[src/rtl/snake_body_if.sv]
// snake_body_if: move-request handshake, head/length status and the body segment stream.
interface snake_body_if;
   logic       step;
   logic       step_ready;
   logic [1:0] dir;
   logic       grow;
   logic [4:0] head_x;
   logic [3:0] head_y;
   logic [5:0] length;
   logic [4:0] snake_x;
   logic [3:0] snake_y;
   logic       snake_first;
   logic       snake_last;
   logic       snake_valid;
   logic       failure;
   logic       success;

   modport master (
      output step, dir, grow,
      input  step_ready, head_x, head_y, length,
      input  snake_x, snake_y, snake_first, snake_last, snake_valid,
      input  failure, success
   );

   modport slave (
      input  step, dir, grow,
      output step_ready, head_x, head_y, length,
      output snake_x, snake_y, snake_first, snake_last, snake_valid,
      output failure, success
   );
endinterface

[src/rtl/snake_body_stream.sv]
// snake_body_stream: snake body ring buffer, move FSM with collision check, and a continuous
// newest-to-oldest body segment stream. Define SNAKE_WRAP_EN to wrap at the playfield edges.
module snake_body_stream #(
   parameter int unsigned GAME_WIDTH  = 18,
   parameter int unsigned GAME_HEIGHT = 13,
   parameter int unsigned MAX_LEN     = 32,
   parameter int unsigned INIT_LEN    = 3
) (
   input logic         clk,
   input logic         rst,
   snake_body_if.slave bus
);
   localparam int unsigned XW  = 5;
   localparam int unsigned YW  = 4;
   localparam int unsigned PW  = $clog2(MAX_LEN);
   localparam int unsigned LW  = PW + 1;
   localparam int unsigned HX0 = GAME_WIDTH / 2;
   localparam int unsigned HY0 = GAME_HEIGHT / 2;

   typedef enum logic [1:0] {IDLE, CALC, CHECK, COMMIT} state_t;

   state_t        state;
   logic [XW-1:0] seg_x [MAX_LEN];
   logic [YW-1:0] seg_y [MAX_LEN];
   logic [PW-1:0] head_ptr;
   logic [LW-1:0] len;
   logic [XW-1:0] hx;
   logic [YW-1:0] hy;
   logic [1:0]    last_dir;
   logic [1:0]    mv_dir;
   logic          mv_grow;
   logic [XW-1:0] new_x;
   logic [YW-1:0] new_y;
   logic          coll;
   logic          armed;
   logic          rdy;
   logic          failed;
   logic          succeeded;

   logic [PW-1:0] rd_ptr;
   logic [LW-1:0] rd_cnt;
   logic [LW-1:0] pass_len;
   logic          in_gap;
   logic [XW-1:0] sx;
   logic [YW-1:0] sy;
   logic          sfirst;
   logic          slast;
   logic          svalid;

   logic [XW-1:0] nx_c;
   logic [YW-1:0] ny_c;
   logic          wall_c;
   logic [1:0]    dir_c;

   // Direction actually taken: a direct reversal keeps the previous heading
   assign dir_c = ((bus.dir ^ 2'd2) == last_dir) ? last_dir : bus.dir;

   // Candidate head one cell along the latched direction, with wall/wrap handling
   always_comb begin
      nx_c   = hx;
      ny_c   = hy;
      wall_c = 1'b0;
      case (mv_dir)
         2'd0:    nx_c = hx + XW'(1);
         2'd1:    ny_c = hy + YW'(1);
         2'd2:    nx_c = hx - XW'(1);
         default: ny_c = hy - YW'(1);
      endcase
`ifdef SNAKE_WRAP_EN
      if (nx_c == '0)                         nx_c = XW'(GAME_WIDTH);
      else if (nx_c == XW'(GAME_WIDTH + 1))   nx_c = XW'(1);
      if (ny_c == '0)                         ny_c = YW'(GAME_HEIGHT);
      else if (ny_c == YW'(GAME_HEIGHT + 1))  ny_c = YW'(1);
`else
      wall_c = (nx_c == '0) || (nx_c == XW'(GAME_WIDTH + 1)) ||
               (ny_c == '0) || (ny_c == YW'(GAME_HEIGHT + 1));
`endif
   end

   // Move FSM and body buffer
   always_ff @(posedge clk) begin
      if (rst) begin
         state     <= IDLE;
         head_ptr  <= PW'(INIT_LEN - 1);
         len       <= LW'(INIT_LEN);
         hx        <= XW'(HX0);
         hy        <= YW'(HY0);
         last_dir  <= 2'd0;
         mv_dir    <= 2'd0;
         mv_grow   <= 1'b0;
         new_x     <= '0;
         new_y     <= '0;
         coll      <= 1'b0;
         armed     <= 1'b0;
         rdy       <= 1'b1;
         failed    <= 1'b0;
         succeeded <= 1'b0;
         for (int unsigned i = 0; i < MAX_LEN; i++) begin
            seg_x[i] <= (i < INIT_LEN) ? XW'(HX0 + i + 1 - INIT_LEN) : '0;
            seg_y[i] <= (i < INIT_LEN) ? YW'(HY0) : '0;
         end
      end else begin
         case (state)
            IDLE: begin
               if (bus.step && rdy) begin
                  mv_dir   <= dir_c;
                  last_dir <= dir_c;
                  mv_grow  <= bus.grow;
                  rdy      <= 1'b0;
                  state    <= CALC;
               end
            end
            CALC: begin
               new_x <= nx_c;
               new_y <= ny_c;
               coll  <= wall_c;
               armed <= 1'b0;
               state <= (len == LW'(1)) ? COMMIT : CHECK;
            end
            CHECK: begin
               // Scan exactly one full pass; the tail is free to step onto unless growing
               if (svalid && (sfirst || armed)) begin
                  armed <= 1'b1;
                  if (sx == new_x && sy == new_y && !(slast && !mv_grow))
                     coll <= 1'b1;
                  if (slast)
                     state <= COMMIT;
               end
            end
            COMMIT: begin
               if (coll) begin
                  failed <= 1'b1;
               end else begin
                  head_ptr <= head_ptr + PW'(1);
                  seg_x[head_ptr + PW'(1)] <= new_x;
                  seg_y[head_ptr + PW'(1)] <= new_y;
                  hx <= new_x;
                  hy <= new_y;
                  if (mv_grow) begin
                     len <= len + LW'(1);
                     if (len == LW'(MAX_LEN - 1))
                        succeeded <= 1'b1;
                  end
                  rdy <= !(mv_grow && len == LW'(MAX_LEN - 1));
               end
               state <= IDLE;
            end
            default: state <= IDLE;
         endcase
      end
   end

   // Segment stream: pointers latched at pass start, so a commit only shows on the next pass
   always_ff @(posedge clk) begin
      if (rst) begin
         rd_ptr   <= PW'(INIT_LEN - 2);
         rd_cnt   <= '0;
         pass_len <= LW'(INIT_LEN - 1);
         in_gap   <= 1'b0;
         sx       <= '0;
         sy       <= '0;
         sfirst   <= 1'b0;
         slast    <= 1'b0;
         svalid   <= 1'b0;
      end else if (in_gap || pass_len == '0) begin
         svalid   <= 1'b0;
         sfirst   <= 1'b0;
         slast    <= 1'b0;
         rd_ptr   <= head_ptr - PW'(1);
         rd_cnt   <= '0;
         pass_len <= len - LW'(1);
         in_gap   <= 1'b0;
      end else begin
         svalid <= 1'b1;
         sfirst <= (rd_cnt == '0);
         slast  <= (rd_cnt == pass_len - LW'(1));
         sx     <= seg_x[rd_ptr];
         sy     <= seg_y[rd_ptr];
         rd_ptr <= rd_ptr - PW'(1);
         rd_cnt <= rd_cnt + LW'(1);
         in_gap <= (rd_cnt == pass_len - LW'(1));
      end
   end

   assign bus.step_ready  = rdy;
   assign bus.head_x      = hx;
   assign bus.head_y      = hy;
   assign bus.length      = len;
   assign bus.snake_x     = sx;
   assign bus.snake_y     = sy;
   assign bus.snake_first = sfirst;
   assign bus.snake_last  = slast;
   assign bus.snake_valid = svalid;
   assign bus.failure     = failed;
   assign bus.success     = succeeded;

endmodule

[src/flat_wrapper.sv]
// flat-port wrapper written by rule: the top's interface ports become plain ports
module snake_body_stream_flat 
#(
   parameter int unsigned GAME_WIDTH  = 18,
   parameter int unsigned GAME_HEIGHT = 13,
   parameter int unsigned MAX_LEN     = 32,
   parameter int unsigned INIT_LEN    = 3
)
  (clk, rst, bus_step, bus_dir, bus_grow, bus_step_ready, bus_head_x, bus_head_y, bus_length, bus_snake_x, bus_snake_y, bus_snake_first, bus_snake_last, bus_snake_valid, bus_failure, bus_success);
  snake_body_if bus_i ();
  input logic clk;
  input logic rst;
  input wire logic [$bits(bus_i.step)-1:0] bus_step;
  input wire logic [$bits(bus_i.dir)-1:0] bus_dir;
  input wire logic [$bits(bus_i.grow)-1:0] bus_grow;
  output wire logic [$bits(bus_i.step_ready)-1:0] bus_step_ready;
  output wire logic [$bits(bus_i.head_x)-1:0] bus_head_x;
  output wire logic [$bits(bus_i.head_y)-1:0] bus_head_y;
  output wire logic [$bits(bus_i.length)-1:0] bus_length;
  output wire logic [$bits(bus_i.snake_x)-1:0] bus_snake_x;
  output wire logic [$bits(bus_i.snake_y)-1:0] bus_snake_y;
  output wire logic [$bits(bus_i.snake_first)-1:0] bus_snake_first;
  output wire logic [$bits(bus_i.snake_last)-1:0] bus_snake_last;
  output wire logic [$bits(bus_i.snake_valid)-1:0] bus_snake_valid;
  output wire logic [$bits(bus_i.failure)-1:0] bus_failure;
  output wire logic [$bits(bus_i.success)-1:0] bus_success;
  assign bus_i.step = bus_step;
  assign bus_i.dir = bus_dir;
  assign bus_i.grow = bus_grow;
  assign bus_step_ready = bus_i.step_ready;
  assign bus_head_x = bus_i.head_x;
  assign bus_head_y = bus_i.head_y;
  assign bus_length = bus_i.length;
  assign bus_snake_x = bus_i.snake_x;
  assign bus_snake_y = bus_i.snake_y;
  assign bus_snake_first = bus_i.snake_first;
  assign bus_snake_last = bus_i.snake_last;
  assign bus_snake_valid = bus_i.snake_valid;
  assign bus_failure = bus_i.failure;
  assign bus_success = bus_i.success;
  snake_body_stream #(.GAME_WIDTH(GAME_WIDTH), .GAME_HEIGHT(GAME_HEIGHT), .MAX_LEN(MAX_LEN), .INIT_LEN(INIT_LEN)) u_core (.clk(clk), .rst(rst), .bus(bus_i));
endmodule
[config.mk]
export PLATFORM = sky130hd
export DESIGN_NAME = snake_body_stream_flat
export DESIGN_NICKNAME = d
export VERILOG_FILES = /design/src/rtl/snake_body_if.sv /design/src/rtl/snake_body_stream.sv /design/src/flat_wrapper.sv
export SDC_FILE = /design/constraint.sdc
export NUM_CORES = 1
export LEC_CHECK = 0
export CAP_MARGIN = 20
export CORE_MARGIN = 5
export CORE_UTILIZATION = 40
export CTS_BUF_LIST = sky130_fd_sc_hd__clkbuf_8
export DETAILED_ROUTE_END_ITERATION = 7
export REMOVE_ABC_BUFFERS = 1
export SLEW_MARGIN = 20
export SYNTH_ARGS = -nofsm -noshare
export SYNTH_HDL_FRONTEND = slang
export SYNTH_SLANG_ARGS = --single-unit
export TNS_END_PERCENT = 10
[constraint.sdc]
create_clock -name clk -period 2.55 [get_ports clk]
set_input_delay 0.51 -clock clk [delete_from_list [all_inputs] [get_ports clk]]
set_output_delay 0.51 -clock clk [all_outputs]
set_load 0.01 [all_outputs]
Word level (Yosys, flattened, before mapping)

Memory sizes are Yosys's and may differ from the RTL's. A register that Yosys moved wholly into a read port is not among the register bits.
Cells that the tools add are included.
W data, S select, Z words.

Memories: 2
Word-level logic and storage cells: 121
Register bits after elaboration: 59
Input port bits: 6
Memory bits (writable): 288
Output and inout port bits: 30

Equality and inequality tests: 18
Bitwise logic cells: 3
Reductions and logical operators: 38
Mux-type cells: 29
$add $sub $neg: 11

Memory list:

| name         | depth | bits a word | rd ports | clocked after memory_dff | write ports | RTL line                | RTL |
|---|---|---|---|---|---|---|---|
| u_core.seg_x | 32    | 5           | 1        | 1                        | 32          | snake_body_stream.sv:23 | `logic [XW-1:0] seg_x [MAX_LEN];` |
| u_core.seg_y | 32    | 4           | 1        | 1                        | 32          | snake_body_stream.sv:24 | `logic [YW-1:0] seg_y [MAX_LEN];` |

Operator list:

| operator              | number |
|---|---|
| $mux W5               | 4 |
| $mux W1               | 15 |
| $reduce_and A3 Y1     | 5 |
| $sub A5 B1 Y5 const B | 3 |
| $add A6 B1 Y6 const B | 2 |
| $logic_not A6 Y1      | 2 |
| $sub A6 B1 Y6 const B | 2 |
| $add A5 B1 Y5 const B | 2 |
| $pmux W5 S2           | 1 |
| $ne A2 B1 Y1 const B  | 4 |
| $pmux W2 S4           | 1 |
| $pmux W4 S2           | 1 |
| $reduce_and A2 Y1     | 4 |
| $eq A2 B2 Y1 const B  | 3 |
| $eq A6 B1 Y1 const B  | 1 |
| $eq A6 B5 Y1 const B  | 1 |
| $eq A6 B6 Y1          | 1 |
| $logic_and A1 B1 Y1   | 6 |
| $mux W2               | 3 |
| $pmux W1 S2           | 3 |
| $eq A5 B5 Y1          | 1 |
| $eq A5 B5 Y1 const B  | 1 |
| $logic_not A1 Y1      | 5 |
| $logic_not A5 Y1      | 1 |
| other kinds (17)      | 27 |

Logic depth before layout (Yosys ltp)

Gate-level depths: netlist of run 1.

Depth after elaboration: 7
Gate-level depth with buffers: 9
Depth with buffers taken out: 8

Worst setup path after synthesis of run 1

OpenSTA, ideal clock, no wires.

Path kind: register to register
Start: register, netlist name u_core.last_dir[0]
End: register u_core.coll
Data required time: 2.429 ns
Stages on the path, launching flop included: 10
Library setup time: 0.121 ns
Clock period less this slack: 2.504 ns
Arrival: 2.383 ns
Setup slack: 0.046 ns
Cell sequence: dfxtp_1 -> clkbuf_1 -> buf_2 -> nand2b_1 -> ha_1 -> a21oi_1 -> mux2_2 -> a211oi_1 -> mux2i_1 -> a21oi_1

RTL lines:

| element              | RTL line                 | RTL |
|---|---|---|
| end signal, assigned | snake_body_stream.sv:116 | `coll <= wall_c;` |
| end, declared        | snake_body_stream.sv:34  | `logic coll;` |

Worst setup path after layout of run 1

Start: register u_core.hy[0], in the netlist u_core.bus.head_y[0]
End: output bus_head_y[0]

RTL lines:

| element                | RTL line                 | RTL |
|---|---|---|
| start, declared        | snake_body_stream.sv:28  | `logic [YW-1:0] hy;` |
| start signal, assigned | snake_body_stream.sv:87  | `hy <= YW'(HY0);` |
| start signal, assigned | snake_body_stream.sv:138 | `hy <= new_y;` |
| end, declared          | flat_wrapper.sv:18       | `output wire logic [$bits(bus_i.head_y)-1:0] bus_head_y;` |

No word-level cell between the ends.

==> summary.txt, run 1 <==
Status = finished clean
LEAKAGE = 0.007081 uW
Synth top area cells = edfxtp_1 (51%), and2_1 (10%), mux4_2 (9.0%)
Initial Util = 0.4041
Synthesized cell area = 16950 um^2
RSZ-0062 raised after global routing = false
Rows = 75
Number of port buffers = 35
Max Freq = 425.5 MHz
Post-route minimum period = 2.350 ns
Vias in the first global route = 10780
Global routing's busiest layer = met2
Gpl congestion = 0.8531
Top FF cell, synth = edfxtp_1
Comb power frac = 0.268
Cts bufs inserted = 61
Post-route ant nets = 0
Sw Ratio = 0.3319
Via/cell ratio = 5.307
CTS sink count = 356
Chip width = 215.9 um
Worst setup SP type = flop
WL final = 41.84 mm
Antenna violations before repair = 0
Global Route met2 Usage = 0.2812
Htree depth = 2
Worst-Margin Slew = 0.8179 ns
Wire length per cell = 21.29 um
Sequential cell area fraction in the yosys report = 0.5905
Post-Route Skew = 0.01908 ns
Clk pwr share = 0.294
Die height = 215.9 um
Total track usage = 0.1790
# setup viols final = 0
TritonCTS clock tree = built
Gr ovfl total = 0
P_sw = 5515 uW
Commonest cells after routing, fill and taps aside = edfxtp_1 (288), and2_1 (279), nor2_1 (100)
Hold Vio Cnt, Final = 0
Top-area cell type share of the netlist area = 0.5102
Area delta synth->final = 14.30%
Fin. max-slew vios = 0
Synth warn = 0
WP buf/inv = 1
Count of different cell masters after synthesis = 68
Syn avg cell area = 13.17 um^2
Cell Chain, Critical Path = clkdlybuf4s50_1
Asr flop ratio synth = 0
Core Util, Final = 0.4619
Cell taking the most area after synthesis = edfxtp_1
Critical path class = reg -> out
Crit path max-delay family = buffers and inverters
Post-CTS Hold Buffers = 0
Met1 usage = 0.2524
Period utilization = 0.9217
Post-CTS Setup Bufs = 0
Largest net degree at the start of global routing = 94
WP data required = 2.04 ns
Worst Path Max Fanout = 10
Share of layout cells above drive strength 1 = 0.1768
Core region area = 41950 um^2
Critical path's slowest cell = clkdlybuf4s50_1
Internal = 11100 uW
Slew headroom = 0.4540
Power density cells = 857.6 nW/um^2
Commonest non-fill, non-tap cell in the layout = edfxtp_1
Fin nets = 1402
Initial DRC Count = 946
Worst VDD drop = 0.4842 mV
WP data arrival = 1.84 ns
Cells after Synth = 1287
Post-cts resize count = 0
Worst Hold Margin = 0.4153 ns
Via count = 10430
Worst Setup End Kind = primary output
Hpwl dp = 27.91 mm
Skew-Pair Late Insertion Delay = 0.64 ns
First-pass GRT wire length = 64.55 mm
Total power = 16620 uW
Reg power frac = 0.438
Residual DRC = 0
MaxCap Viol Count = 0
Clock root cell = clkbuf_8
Longest Clk Path Bufs = 3
Met3 Resource Use GR = 0.04078
#FFs+latches synth = 356
Worst-path clk slew = 0.06 ns
Crit-path max cell delay = 0.63 ns
Ports = 36
Number of synthesized flops with an enable pin = 288
Die area = 46600 um^2
Hold crit path type = in -> reg
DR pass1 iterations = 5
[routing by layer]
layer	vias to the layer above	wire [um]
met5	-	0
li1	4888	-
met4	0	996
met2	300	19060
met1	5173	19220
met3	67	2565
[cells by family after synthesis]
kind of cell               count (synthesis)  synth area share
AOI/OAI and AO/OA                        125           0.05300
xor gates and xnor gates                  41           0.02118
adders and majority gates                 21           0.01594
buffers and inverters                    109           0.02997
DFF                                      356            0.5905
muxes                                     84            0.1057
and+or+nand+nor                          551            0.1837
[power groups by stage]
stage	Clock [uW]	Sequential (uW)	Combinational, uW
2_1_floorplan	0	7510	2410
3_3_place_gp	0	7370	4430
3_5_place_dp	0	7380	4480
4_1_cts	5020	7260	4500
5_1_grt	5290	7320	4810
6_report	4880	7280	4450
[state kept, by name, indices dropped and copies added, names as in the netlist, 2 cells and up]
name,count
u_core.bus.length,6
u_core.state,2
u_core.pass_len,6
u_core.rd_ptr,5
u_core.seg_y,128
u_core.bus.head_y,4
u_core.new_x,5
u_core.bus.head_x,5
u_core.seg_x,160
u_core.bus.snake_y,4
u_core.rd_cnt,6
u_core.new_y,4
u_core.bus.snake_x,5
u_core.last_dir,2
u_core.head_ptr,5
[area by class of cell]
| class | count | area, um^2 |
|---|---|---|
| Antenna cell | 1 | 2.502 |
| Clock buffer | 64 | 880.8 |
| Clock inverter | 49 | 264.0 |
| Fill cell | 3745 | 22570 |
| Inverter | 19 | 71.32 |
| Multi-Input combinational cell | 822 | 6442 |
| Sequential cell | 356 | 10020 |
| Tap cell | 539 | 674.4 |
| Timing Repair Buffer | 115 | 1023 |
[final timing paths]
path	slack, ns	cells past startpoint	to	from
worst min-delay path	0.42	3	u_core.bus.length[3]	rst
worst max-delay path	0.20	1	bus_head_y[0]	u_core.bus.head_y[0]
worst min register to register	0.49	2	u_core.bus.success	u_core.bus.success
worst max register to register	0.20	7	u_core.seg_y[0][0]	u_core.state[1]
[cells in the mapped netlist (all sizes together) (3+ instances only)]
cell type  count
nor3          11
nor2b          6
or2           36
nand2         39
a211oi        25
or3           14
or3b           3
or4            9
xnor2         23
nand2b        11
ha            20
clkbuf        71
o21ai          9
xor2          18
edfxtp       288
nor2         100
nor4           4
dfxtp         68
a21oi         22
nand3         14
o22ai         36
and2         279
nand3b        12
mux4          74
mux2i          8
buf           19
a31oi          5
and3           4
inv           19
nand4          4
[through the flow]
| step | setup TNS, ns | worst slack (ns) | area [um^2] | cells |
|---|---|---|---|---|
| floorplan | -23.45 | -2.010 | 16510 | 1197 |
| global placement | 0 | 0.3193 | 18230 | 1851 |
| detailed placement | 0 | 0.2640 | 18230 | 1851 |
| CTS | 0 | 0.1093 | 19370 | 1964 |
| global route | 0 | 0.02754 | 19370 | 1964 |
| finish | 0 | 0.1996 | 19380 | 1965 |
No activity file was read; power rests on OpenSTA's default activity.
==> inputs of run 2 (changes only) <==
--- a/config.mk
+++ b/config.mk
@@ -10,6 +10,8 @@
 export CORE_UTILIZATION = 40
 export CTS_BUF_LIST = sky130_fd_sc_hd__clkbuf_8
 export DETAILED_ROUTE_END_ITERATION = 7
+export PLACE_DENSITY = 0.56
+export RECOVER_POWER = 50
 export REMOVE_ABC_BUFFERS = 1
 export SLEW_MARGIN = 20
 export SYNTH_ARGS = -nofsm -noshare
==> run 2 against run 1 <==
  * First-iteration DRC count is 2.4% higher
  * Sequential power hardly changed
  * Clock power is 2% higher
  * Clock skew is 0.036 ns higher
==> summary.txt, run 2 (synthesis results as in run 1) <==
Regs by FF count = u_core.seg_x (160), u_core.seg_y (128) (unchanged)
First-pass GRT wire length = 64.11 mm (was 64.55 mm)
Hpwl dp = 28.55 mm (was 27.91 mm)
Worst-Margin Slew = 0.6485 ns (was 0.8179 ns)
Number of port buffers = 35 (unchanged)
Placed Area = 18150 um^2 (was 18230 um^2)
Post-route ant nets = 0 (unchanged)
Initial Util = 0.4041 (unchanged)
Internal = 11140 uW (was 11100 uW)
Core region area = 41950 um^2 (unchanged)
Ports = 36 (unchanged)
Largest net degree at the start of global routing = 94 (unchanged)
Chip width = 215.9 um (unchanged)
P_sw = 5547 uW (was 5515 uW)
Gpl congestion = 0.8519 (was 0.8531)
Max Freq = 423.4 MHz (was 425.5 MHz)
Via/cell ratio = 5.337 (was 5.307)
Fin nets = 1393 (was 1402)
Cell Chain, Critical Path = ha_1, nor2b_1, a21boi_0, o21ai_0, nor2_1, or2_1 (was clkdlybuf4s50_1)
Period utilization = 0.9263 (was 0.9217)
WL final = 42.12 mm (was 41.84 mm)
Post-Route Skew = 0.05459 ns (was 0.01908 ns)
Crit-path max cell delay = 0.47 ns (was 0.63 ns)
Reg power frac = 0.434 (was 0.438)
Design Area, Final = 19200 um^2 (was 19380 um^2)
Worst Setup End Kind = flop (was primary output)
WP data required = 2.87 ns (was 2.04 ns)
DR pass1 iterations = 5 (unchanged)
Max reg flops = 160 (unchanged)
Hold Vio Cnt, Final = 0 (unchanged)
Residual DRC = 0 (unchanged)
Crit path max-delay family = simple AND/OR/NAND/NOR gates (was buffers and inverters)
Fin. max-slew vios = 0 (unchanged)
Storage element area = 10020 um^2 (unchanged)
Status = finished clean (unchanged)
LEAKAGE = 0.006861 uW (was 0.007081 uW)
Clock root cell = clkbuf_8 (unchanged)
Gr ovfl total = 0 (unchanged)
Comb power frac = 0.267 (was 0.268)
Die height = 215.9 um (unchanged)
Hold crit path type = in -> reg (unchanged)
Post-route minimum period = 2.362 ns (was 2.350 ns)
Commonest cells after routing, fill and taps aside = edfxtp_1 (288), and2_1 (184), nor2_1 (100) (was edfxtp_1 (288), and2_1 (279), nor2_1 (100))
Power density cells = 869.0 nW/um^2 (was 857.6 nW/um^2)
MaxCap Viol Count = 0 (unchanged)
Wire length per cell = 21.53 um (was 21.29 um)
CTS sink count = 356 (unchanged)
Share of layout cells above drive strength 1 = 0.1540 (was 0.1768)
Reg with most FFs = u_core.seg_x (unchanged)
Commonest non-fill, non-tap cell in the layout = edfxtp_1 (unchanged)
Sw Ratio = 0.3324 (was 0.3319)
TritonCTS clock tree = built (unchanged)
Skew-Pair Late Insertion Delay = 0.67 ns (was 0.64 ns)
Worst setup SP type = flop (unchanged)
Clk pwr share = 0.299 (was 0.294)
Worst Path Max Fanout = 9 (was 10)
Antenna violations before repair = 4 (was 0)
# setup viols final = 0 (unchanged)
Rows = 75 (unchanged)
Core Util, Final = 0.4577 (was 0.4619)
Critical path's slowest cell = dfxtp_1 (was clkdlybuf4s50_1)
Vias in the first global route = 10500 (was 10780)
Via count = 10440 (was 10430)
Worst-path clk slew = 0.06 ns (about the same)
Htree depth = 2 (unchanged)
Area delta synth->final = 13.27% (was 14.30%)
Die area = 46600 um^2 (unchanged)
Multi-input logic area = 6432 um^2 (was 6442 um^2)
WP buf/inv = 0 (was 1)
Cts bufs inserted = 59 (was 61)
Initial DRC Count = 969 (was 946)
Longest Clk Path Bufs = 3 (unchanged)
Fillers = 3772 (was 3745)
Critical path class = reg -> reg (was reg -> out)
Slew headroom = 0.5676 (was 0.4540)
RSZ-0062 raised after global routing = false (unchanged)
WP data arrival = 2.68 ns (was 1.84 ns)
Post-CTS Setup Bufs = 0 (unchanged)
Total track usage = 0.1787 (was 0.1790)
Worst VDD drop = 0.3709 mV (was 0.4842 mV)
-- run 2: cell count changes in the layout (fill, tap and decap cells not counted), sizes merged --
| cell | delta |
|---|---|
| dlygate4sd3 | +15 |
| buf | -38 |
| clkinvlp | -4 |
| inv | +1 |
| clkdlybuf4s50 | -15 |
| clkinv | -2 |
| clkbuf | +34 |
-- run 2: area by class of cell --
type	count	share of cell area
repair buffers	108	0.04346
flip-flops and latches	356	0.5217
clock inverters	44	0.01284
inverters	19	0.003714
clock buffers	67	0.04803
well taps	539	0.03512
diodes	1	0.0001303
multi-input cells	822	0.3350
-- run 2: final timing paths --
path | start | to | slack [ns] | cells after the start
worst min register to register | u_core.bus.success | u_core.bus.success | 0.48 | 2
worst max-delay path | u_core.head_ptr[1] | u_core.seg_y[29][2] | 0.19 | 6
worst max register to register | u_core.head_ptr[1] | u_core.seg_y[29][2] | 0.19 | 6
worst min-delay path | rst | u_core.bus.length[3] | 0.40 | 3
-- run 2: timing repair --
item,in CTS,in global routing
hold buffers,0,0
gates resized for setup,0,8
endpoints found under the setup margin,0,68
hold endpoints to repair,0,0
-- run 2: stage by stage --
| stage | cells | worst slack, ns | hold WS [ns] | power, uW | TNS (ns) |
|---|---|---|---|---|---|
| 2_1_floorplan | 1197 | -2.010 | 0.4508 | 9921 | -23.45 |
| 3_3_place_gp | 1844 | 0.2439 | 0.4728 | 11860 | 0 |
| 3_5_place_dp | 1844 | 0.1907 | 0.4692 | 11900 | 0 |
| 4_1_cts | 1955 | 0.1404 | 0.3731 | 16880 | 0 |
| 5_1_grt | 1955 | 0.01506 | 0.4024 | 17450 | 0 |
| 6_report | 1956 | 0.1880 | 0.4008 | 16690 | 0 |
-- run 2: power by group through the flow --
stage / logic, uW / registers [uW] / clock network (uW)
6_report: 4450 / 7250 / 4980
5_1_grt: 4790 / 7290 / 5360
4_1_cts: 4550 / 7240 / 5080
3_5_place_dp: 4540 / 7360 / 0
3_3_place_gp: 4510 / 7350 / 0
2_1_floorplan: 2410 / 7510 / 0
-- run 2: worst register-to-register path: stages (launching register included) --
cell	delay, ns
dfxtp_1	0.47
ha_1	0.35
nor2b_1	0.11
a21boi_0	0.15
o21ai_0	0.44
nor2_1	0.13
or2_1	0.40
-- run 2: metal layers --
layer | routed length, um | track usage | part of all wire
met1 | 19280 | 0.2578 | 0.46
met2 | 19160 | 0.2785 | 0.45
met3 | 2605 | 0.03279 | 0.062
met4 | 1075 | 0.05142 | 0.026
met5 | 0 | 0 | 0
==> inputs of run 3 (changes only) <==
--- a/config.mk
+++ b/config.mk
@@ -6,11 +6,10 @@
 export NUM_CORES = 1
 export LEC_CHECK = 0
 export CAP_MARGIN = 20
-export CORE_MARGIN = 5
-export CORE_UTILIZATION = 40
+export CORE_MARGIN = 1
+export CORE_UTILIZATION = 35
 export CTS_BUF_LIST = sky130_fd_sc_hd__clkbuf_8
 export DETAILED_ROUTE_END_ITERATION = 7
-export PLACE_DENSITY = 0.56
 export RECOVER_POWER = 50
 export REMOVE_ABC_BUFFERS = 1
 export SLEW_MARGIN = 20
==> run 3 against run 2 <==
  * Via count decreased by 0.56%
  * Clock power is 2% lower
  * Hold slack got worse by 0.0069 ns
  * Sequential power decreased by 1%
  * Die area grew 5.8%
  * Critical endpoint is now u_core.bus.snake_y[2]
  * Non-clock buffer count rose by 7
  * Critical path depth down 1
==> summary.txt, run 3 (synthesis results as in run 1) <==
Status = finished clean (unchanged)
WL final = 41.35 mm (was 42.12 mm)
Internal = 11120 uW (was 11140 uW)
Critical path's slowest cell = dfxtp_4 (was dfxtp_1)
Regs by FF count = u_core.seg_x (160), u_core.seg_y (128) (unchanged)
Cts bufs inserted = 58 (was 59)
First-pass GRT wire length = 64.20 mm (was 64.11 mm)
Worst VDD drop = 0.4501 mV (was 0.3709 mV)
# setup viols final = 0 (unchanged)
Fin. max-slew vios = 0 (unchanged)
Power density cells = 853.4 nW/um^2 (was 869.0 nW/um^2)
Final Worst Setup Slack = 0.2185 ns (was 0.1880 ns)
Max reg flops = 160 (unchanged)
Comb power frac = 0.268 (was 0.267)
Final non-filler cell total = 2037 (was 1956)
Post-route minimum period = 2.331 ns (was 2.362 ns)
Longest Clk Path Bufs = 3 (unchanged)
Via count = 10380 (was 10440)
Hold crit path type = in -> reg (unchanged)
Die area = 49320 um^2 (was 46600 um^2)
MaxCap Viol Count = 0 (unchanged)
Max Freq = 428.9 MHz (was 423.4 MHz)
Hpwl dp = 28.13 mm (was 28.55 mm)
WP data arrival = 2.83 ns (was 2.68 ns)
Rows = 80 (was 75)
Core Util, Final = 0.4041 (was 0.4577)
Hold Vio Cnt, Final = 0 (unchanged)
Clock root cell = clkbuf_8 (unchanged)
Chip width = 222.1 um (was 215.9 um)
Worst-path clk slew = 0.06 ns (about the same)
CTS sink count = 356 (unchanged)
Crit-path max cell delay = 0.56 ns (was 0.47 ns)
Clk pwr share = 0.297 (was 0.299)
Post-route ant nets = 0 (unchanged)
Met3 routed WL = 2.915 mm (was 2.605 mm)
Post-Route Skew = 0.02239 ns (was 0.05459 ns)
Via/cell ratio = 5.096 (was 5.337)
Core region area = 47750 um^2 (was 41950 um^2)
Gpl congestion = 0.8538 (was 0.8519)
P_sw = 5342 uW (was 5547 uW)
Setup tns final = 0 ns (unchanged)
Met1 Wirelength = 18.70 mm (was 19.28 mm)
Share of layout cells above drive strength 1 = 0.1457 (was 0.1540)
Multi-input logic area = 6442 um^2 (was 6432 um^2)
Die height = 222.1 um (was 215.9 um)
Area delta synth->final = 13.81% (was 13.27%)
Commonest non-fill, non-tap cell in the layout = edfxtp_1 (unchanged)
Placed cells = 1927 (was 1844)
Worst-Margin Slew = 0.7598 ns (was 0.6485 ns)
Initial Util = 0.3550 (was 0.4041)
Storage element area = 10020 um^2 (unchanged)
Htree depth = 2 (unchanged)
RSZ-0062 raised after global routing = false (unchanged)
Worst Path Max Fanout = 17 (was 9)
Period utilization = 0.9143 (was 0.9263)
Post-CTS Hold Buffers = 0 (unchanged)
Post-CTS Setup Bufs = 0 (unchanged)
Worst Setup End Kind = flop (unchanged)
Antenna violations before repair = 4 (unchanged)
Gr ovfl total = 0 (unchanged)
Critical path class = reg -> reg (unchanged)
Largest net degree at the start of global routing = 94 (unchanged)
Pre-CTS setup slack = 0.2845 ns (was 0.1907 ns)
TritonCTS clock tree = built (unchanged)
LEAKAGE = 0.006814 uW (was 0.006861 uW)
Crit path max-delay family = compound AO/OA/AOI/OAI gates (was simple AND/OR/NAND/NOR gates)
Initial DRC Count = 736 (was 969)
Post-cts resize count = 0 (unchanged)
Reg with most FFs = u_core.seg_x (unchanged)
Ports = 36 (unchanged)
WP data required = 3.05 ns (was 2.87 ns)
Wire length per cell = 20.30 um (was 21.53 um)
Commonest cells after routing, fill and taps aside = edfxtp_1 (288), and2_1 (170), and2_0 (109) (was edfxtp_1 (288), and2_1 (184), nor2_1 (100))
Max Used Layer = met4 (unchanged)
Reg power frac = 0.435 (was 0.434)
Number of port buffers = 35 (unchanged)
Fin nets = 1399 (was 1393)
Sw Ratio = 0.3245 (was 0.3324)
DR WL met2 = 18.88 mm (was 19.16 mm)
Residual DRC = 0 (unchanged)
Total track usage = 0.1710 (was 0.1787)
Vias in the first global route = 10540 (was 10500)
Slew headroom = 0.4935 (was 0.5676)
Skew-Pair Late Insertion Delay = 0.64 ns (was 0.67 ns)
Cell Chain, Critical Path = buf_4, mux4_2, o22ai_1, or4_1, a211oi_2 (was ha_1, nor2b_1, a21boi_0, o21ai_0, nor2_1, or2_1)
WP buf/inv = 1 (was 0)
Fillers = 4451 (was 3772)
DR pass1 iterations = 5 (unchanged)
Worst setup SP type = flop (unchanged)
run 3: area by class of cell:
cell class	instances	share of cell area
Clock buffer	63	0.04494
Clock inverter	46	0.01381
Antenna cell	1	0.0001297
Sequential cell	356	0.5192
Inverter	19	0.003697
Multi-Input combinational cell	822	0.3339
Timing Repair Buffer	115	0.04436
Tap cell	615	0.03989
run 3: stage by stage:
step	hold slack (ns)	total power, uW	area, um^2
CTS	0.3822	16650	19440
global placement	0.4770	11680	18310
detailed placement	0.4695	11740	18310
floorplan	0.4508	9921	16510
finish	0.3939	16460	19290
global route	0.3917	17250	19290
run 3: power by group through the flow:
stage                     sequential (uW)  clock (uW)  combinational (uW)
final                                7160        4880                4420
after global routing                 7210        5260                4770
after CTS                            7150        5010                4500
after detailed placement             7270           0                4470
after global placement               7260           0                4430
after floorplan                      7510           0                2410
run 3: layer usage:
layer | vias up | global-route usage
li1 | 4868 | -
met1 | 5191 | 0.2292
met2 | 261 | 0.2651
met3 | 61 | 0.05433
met4 | 0 | 0.04928
met5 | - | 0
run 3: worst reg2reg max path, stage by stage, from the launching register on:
cell and delay, ns:
dfxtp_4 0.56, buf_4 0.28, mux4_2 0.55, o22ai_1 0.52, or4_1 0.23, a211oi_2 0.07
run 3: path summary, 6_finish.rpt:
| path | from | end | slack (ns) | cells after the start |
|---|---|---|---|---|
| setup reg to reg | u_core.rd_ptr[0] | u_core.bus.snake_y[2] | 0.22 | 5 |
| setup / recovery | u_core.rd_ptr[0] | u_core.bus.snake_y[2] | 0.22 | 5 |
| hold reg to reg | u_core.bus.success | u_core.bus.success | 0.48 | 2 |
| hold / removal | rst | u_core.state[1] | 0.39 | 3 |
